## src/rtl/instruction_fetch_pkg.sv

```systemverilog
// Shared definitions for the instruction fetch/decode sequencer.
// Holds the PC and instruction widths, the instruction field positions,
// the HALT opcode and the FSM state encoding.
package instruction_fetch_pkg;

  localparam int PC_W    = 8;
  localparam int INSTR_W = 16;
  localparam int FLD_W   = 4;

  // Instruction layout: {opcode, ra, rb, imm}, each FLD_W bits
  localparam int OPC_MSB = 15;
  localparam int OPC_LSB = 12;
  localparam int RA_LSB  = 8;
  localparam int RB_LSB  = 4;
  localparam int IMM_LSB = 0;

  localparam logic [FLD_W-1:0] HALT_OPC = 4'b1111;

  typedef enum logic [1:0] {
    S_FETCH  = 2'd0,
    S_DECODE = 2'd1,
    S_EXEC   = 2'd2,
    S_HALT   = 2'd3
  } state_t;

endpackage

```

## src/rtl/instruction_fetch.sv

```systemverilog
// Purpose: fetch/decode sequencer with PC and instruction register.
// Latency: 3 cycles minimum per instruction (FETCH, DECODE, EXEC).
// Backpressure: stalls in FETCH until imem_ack, in EXEC until exec_done.
module instruction_fetch
  import instruction_fetch_pkg::*;
(
  input  logic                clk,
  input  logic                rst,
  output logic                imem_req,
  output logic [PC_W-1:0]     imem_addr,
  input  logic                imem_ack,
  input  logic [INSTR_W-1:0]  imem_rdata,
  output logic [FLD_W-1:0]    opcode,
  output logic [FLD_W-1:0]    ra,
  output logic [FLD_W-1:0]    rb,
  output logic [FLD_W-1:0]    imm,
  output logic                instr_valid,
  input  logic                pc_select,
  input  logic                branch_taken,
  input  logic                exec_done,
  output logic                halted,
  output logic [PC_W-1:0]     pc
);

  state_t              r_state;
  state_t              w_state_nxt;
  logic [PC_W-1:0]     r_pc;
  logic [INSTR_W-1:0]  r_ir;
  logic                w_ir_load;
  logic                w_pc_upd;
  logic [PC_W-1:0]     w_pc_next;

  // Next-state logic; IR load and PC update strobes only fire in their own state,
  // so ack outside FETCH and branch inputs outside the exec_done edge are ignored
  always_comb begin
    w_state_nxt = r_state;
    w_ir_load   = 1'b0;
    w_pc_upd    = 1'b0;
    case (r_state)
      S_FETCH: begin
        if (imem_ack) begin
          w_ir_load   = 1'b1;
          w_state_nxt = S_DECODE;
        end
      end
      S_DECODE: begin
        if (r_ir[OPC_MSB:OPC_LSB] == HALT_OPC) begin
          w_state_nxt = S_HALT;
        end else begin
          w_state_nxt = S_EXEC;
        end
      end
      S_EXEC: begin
        if (exec_done) begin
          w_pc_upd    = 1'b1;
          w_state_nxt = S_FETCH;
        end
      end
      S_HALT: begin
        w_state_nxt = S_HALT;
      end
      default: begin
        w_state_nxt = S_FETCH;
      end
    endcase
  end

  // Taken branch jumps to the absolute target {ra,rb}; otherwise step, wrapping at 8 bits
  always_comb begin
    w_pc_next = r_pc + PC_W'(1);
    if (pc_select && branch_taken) begin
      w_pc_next = r_ir[RA_LSB+FLD_W-1:RB_LSB];
    end
  end

  // State, PC and IR registers; reset overrides any ack or exec_done in the same cycle
  always_ff @(posedge clk) begin
    if (rst) begin
      r_state <= S_FETCH;
      r_pc    <= '0;
      r_ir    <= '0;
    end else begin
      r_state <= w_state_nxt;
      if (w_ir_load) begin
        r_ir <= imem_rdata;
      end
      if (w_pc_upd) begin
        r_pc <= w_pc_next;
      end
    end
  end

  // Request is masked by rst so nothing is issued during the reset cycle
  assign imem_req    = (r_state == S_FETCH) && !rst;
  assign imem_addr   = r_pc;
  assign pc          = r_pc;
  assign opcode      = r_ir[OPC_MSB:OPC_LSB];
  assign ra          = r_ir[RA_LSB+FLD_W-1:RA_LSB];
  assign rb          = r_ir[RB_LSB+FLD_W-1:RB_LSB];
  assign imm         = r_ir[IMM_LSB+FLD_W-1:IMM_LSB];
  assign instr_valid = (r_state == S_DECODE) || (r_state == S_EXEC);
  assign halted      = (r_state == S_HALT);

endmodule
```

## config.mk

```make
export PLATFORM = sky130hd
export DESIGN_NAME = instruction_fetch
export DESIGN_NICKNAME = d
export VERILOG_FILES = /design/src/rtl/instruction_fetch_pkg.sv /design/src/rtl/instruction_fetch.sv
export SDC_FILE = /design/constraint.sdc
export NUM_CORES = 1
export LEC_CHECK = 0
export BUFFER_PORTS_ARGS = -buffer_cell sky130_fd_sc_hd__clkbuf_2
export CAP_MARGIN = 20
export CELL_PAD_IN_SITES_DETAIL_PLACEMENT = 0
export CELL_PAD_IN_SITES_GLOBAL_PLACEMENT = 2
export CORE_AREA = 3 3 77 79
export DETAILED_ROUTE_END_ITERATION = 16
export DIE_AREA = 0 0 80 82
export GPL_TIMING_DRIVEN = 0
export PLACE_DENSITY = 0.76
export SLEW_MARGIN = 20
export SYNTH_ARGS = -nofsm -noshare
export SYNTH_HDL_FRONTEND = slang
export SYNTH_SLANG_ARGS = --single-unit
export TNS_END_PERCENT = 10
```

## constraint.sdc

```tcl
create_clock -name clk -period 2 [get_ports clk]
set_input_delay 0.6 -clock clk [delete_from_list [all_inputs] [get_ports clk]]
set_output_delay 0.6 -clock clk [all_outputs]
set_load 0.03 [all_outputs]
```

==> key figures <==
Placement
  • Quantity of I/O buffers inserted on ports: 55
  • Cell count after placement: approximately 290
  • Post-placement cell area: between 1500 and 2000 um^2
  • Pre-CTS worst setup slack: -0.387 ns
  • Placed wire-length estimate: 2780 um
  • Last weighted congestion value of the routability-driven placer: 0.827

STA
  • Final Max Slew Viols: 0
  • Clock period minus final worst setup slack: 1.94 ns
  • Final WS setup: 0.0561 ns
  • RSZ-0062 raised after global routing: no
  • Final cycle utilization of the critical path: 97.2%
  • Final setup vio count: 0
  • Count of final hold-check violations: 0
  • Max Clock Freq: 0.514 GHz
  • Worst-case clock skew: approximately 0.0011 ns
  • Worst max-slew margin expressed relative to the limit: between 60% and 70%
  • Worst-margin pin slew: 0.451 ns
  • Smallest hold slack: about 0.46 ns

Power
  • Power per Cell Area: 1060 nW/um^2
  • Switching part of the total: 43.8%
  • Switching Power: ~780 uW
  • Power share of the sequential group: 38.8%
  • Gate power share: between 40% and 50%
  • P_leak: 0.000750 uW
  • Worst-case vdd ir drop: 0.370 mV
  • Internal Power: 997 uW
  • Clock share of power: 16.7%

Min path
  • Origin of the worst min-delay path: r_ir[1]$_SDFFE_PP0P_
  • Worst min-delay path category: reg2reg
  • Hold Path Sink: r_ir[1]$_SDFFE_PP0P_
  • Cell depth of the worst hold path: 2

Yosys
  • Post-synthesis net count: 187
  • Yosys cell types: 29
  • Number of cells produced by synthesis: 159
  • Syn avg cell area: about 8 um^2
  • Warnings from Yosys: 0
  • Post-synthesis cell area: roughly 1300 um^2
  • Sequential share of the synthesized area: 41.5%
  • Number of flip-flops and latches in the synthesized netlist: 26

Route
  • Drt total wl: 3550 um
  • Post-route ant nets: 0
  • DRC violation count after routing: 0
  • First-pass detailed-route iteration total: 4
  • Initial DRC count: 25
  • Post-DR vias/cell: 4.34
  • Average wire per cell in the routed design: 12.3 um
  • Total via count in the routed design: 1,255

Floorplan
  • # rows: 27
  • IO Count: 57
  • Area inside the core boundary: 5410 um^2
  • Total die area: 6560 um^2
  • Die Height: between 80 and 90 um
  • Horizontal extent of the die: 80 um
  • Starting Density: 23.2%

CTS
  • CTS sink cnt: 26
  • Clock insertion delay at the later pin of the skew report: ~0.27 ns
  • CTS root buffer: sky130_fd_sc_hd__clkbuf_8
  • H-tree depth reported by CTS: 1
  • Number of buffers added by the clock tree synthesis step: 3
  • TritonCTS clock tree: built
  • Clock slew seen by the registers of the worst setup and hold paths: 0.09 ns
  • Buffer levels on the longest clock path: 2

Critical path
  • Setup slack on the worst flop-to-flop path: around 0.4 ns
  • Crit-path max cell delay: 0.29 ns
  • Reg2Reg Launch Point: r_state[0]$_SDFFE_PP0P_
  • Slowest library cell on the worst path: sky130_fd_sc_hd__clkbuf_4
  • Required time of the worst setup path: approximately 1.4 ns
  • Crit-path max FO: 10
  • Capturing element type of the critical path: output pin
  • Arrival time at the worst endpoint: 1.34 ns
  • Path type of the worst setup path: in2out
  • Length in cells of the worst reg-to-reg path: 6
  • Cell breakdown of the critical path: clkbuf_2 > clkbuf_4 > nor2_2 > buf_2
  • Capture point of the worst reg-to-reg path: r_ir[8]$_SDFFE_PP0P_
  • Crit start category: primary input
  • Combined buffer and inverter count along the critical path: 3
  • Cell type group with the largest total delay on the critical path: buffers and inverters

Global route
  • Total GRT Usage: 11.0%
  • Wire length of the first global-routing pass: between 5000 and 6000 um
  • Vias in the first global route: 1,148
  • Antenna violations before repair: 0
  • Pin count of the biggest net entering global routing: 14
  • Overflow left after global routing: 0

Outcome
  • Result of the run: complete, no violations

Cells and area
  • Most common cell after layout, fill and taps aside: sky130_fd_sc_hd__clkbuf_2
  • Share of the core filled with cells: 30.9%
  • P&R area growth vs syn: 33.2%
  • Nets: 247
  • Final instance area: 1670 um^2
  • Fraction of final layout cells with drive strength greater than 1: a little over a third
  • Non-filler instance count after layout: between 200 and 300
  • Top library cells by usage in the layout, fill and taps aside: 56 x sky130_fd_sc_hd__clkbuf_2, 41 x sky130_fd_sc_hd__nand2_1, 26 x sky130_fd_sc_hd__dfxtp_1
  • Diode count: 0

Flow run
  • MaxCap Viol Count: 0
-- state kept, by name (all words and copies together), names as in the netlist --
name,count
imem_addr,8
r_state,2
r_ir,16
-- layer usage --
metal  up-vias  track usage [%]  wire (um)
li1        664                -          -
met1       544             13.9       1600
met2        43             18.5       1660
met3         4             3.18        257
met4         0             2.53         33
met5         -                0          0
-- timing repair --
action                                  CTS  global route
setup buffers                             0             0
endpoints found under the setup margin    1             1
hold buffers                              0             0
gates resized for setup                   2             3
-- final cells by class --
type | count | area, um^2
well taps | 72 | 90.1
flip-flops and latches | 26 | 520
plain buffers | 16 | 103
repair buffers | 55 | 275
fillers | 619 | 3730
inverters | 5 | 18.8
clock buffers | 3 | 41.3
multi-input cells | 112 | 622
-- kinds of logic after synthesis --
group	Yosys count	share of synthesized area (%)
mux	1	0.898
flops	26	41.5
compound gates	39	19.7
simple gates	66	22.7
buf+inv	21	9.28
fa+ha+maj	6	5.99
-- stage by stage --
stage	TNS, ns	total power, uW
CTS	0	1800
global placement	-0.379	1500
detailed placement	-0.387	1500
floorplan	0	1270
global route	0	1910
finish	0	1770
-- how the worst max path moves through the flow --
stage | cells past startpoint | slack, ns | endpoint | start
floorplan | 3 | 0.08 | imem_req | rst
global placement | 4 | -0.38 | imem_req | rst
detailed placement | 4 | -0.39 | imem_req | rst
CTS | 4 | 0.006 | imem_req | rst
global route | 5 | 0.005 | imem_req | r_state[1]$_SDFFE_PP0P_
finish | 4 | 0.06 | imem_req | rst
-- power groups by stage --
stage / clock network [uW] / logic, uW / registers [uW]
finish: 297 / 788 / 689
global route: 326 / 877 / 704
CTS: 312 / 800 / 691
detailed placement: 0 / 798 / 704
global placement: 0 / 795 / 702
floorplan: 0 / 450 / 822
-- cells in the mapped netlist --
library cell / number / area (um^2)
sky130_fd_sc_hd__nand4_1: 2 / 12.5
sky130_fd_sc_hd__and3_1: 2 / 12.5
sky130_fd_sc_hd__o22ai_1: 3 / 18.8
sky130_fd_sc_hd__ha_1: 6 / 75.1
sky130_fd_sc_hd__a211oi_1: 3 / 22.5
sky130_fd_sc_hd__buf_2: 2 / 10.0
sky130_fd_sc_hd__nor3b_1: 1 / 7.51
sky130_fd_sc_hd__o211ai_1: 2 / 15.0
sky130_fd_sc_hd__o41a_1: 1 / 11.3
sky130_fd_sc_hd__buf_1: 1 / 3.75
sky130_fd_sc_hd__a311oi_1: 2 / 17.5
sky130_fd_sc_hd__o32ai_1: 1 / 8.76
sky130_fd_sc_hd__a21oi_2: 1 / 8.76
sky130_fd_sc_hd__o21ai_0: 2 / 10.0
sky130_fd_sc_hd__inv_1: 5 / 18.8
sky130_fd_sc_hd__and2_1: 3 / 18.8
sky130_fd_sc_hd__nand2b_1: 1 / 6.26
sky130_fd_sc_hd__a221oi_1: 3 / 26.3
sky130_fd_sc_hd__nor3_1: 5 / 25.0
sky130_fd_sc_hd__dfxtp_1: 26 / 521
sky130_fd_sc_hd__a21oi_1: 20 / 100
sky130_fd_sc_hd__nand3_1: 5 / 25.0
sky130_fd_sc_hd__clkbuf_1: 3 / 11.3
sky130_fd_sc_hd__nor2_1: 6 / 22.5
sky130_fd_sc_hd__mux2_2: 1 / 11.3
sky130_fd_sc_hd__a22oi_1: 1 / 7.51
sky130_fd_sc_hd__nand2_1: 41 / 154
sky130_fd_sc_hd__buf_4: 9 / 67.6
sky130_fd_sc_hd__clkbuf_2: 1 / 5.00
-- worst register-to-register path, delay by kind of cell (launching register included) --
| kind | cells | cell delay (ns) |
|---|---|---|
| DFF | 1 | 0.36 |
| adders and majority gates | 1 | 0.21 |
| AOI/OAI and AO/OA | 1 | 0.15 |
| and+or+nand+nor | 2 | 0.32 |
| buffers and inverters | 2 | 0.50 |
(Power assumes the default switching activity.)
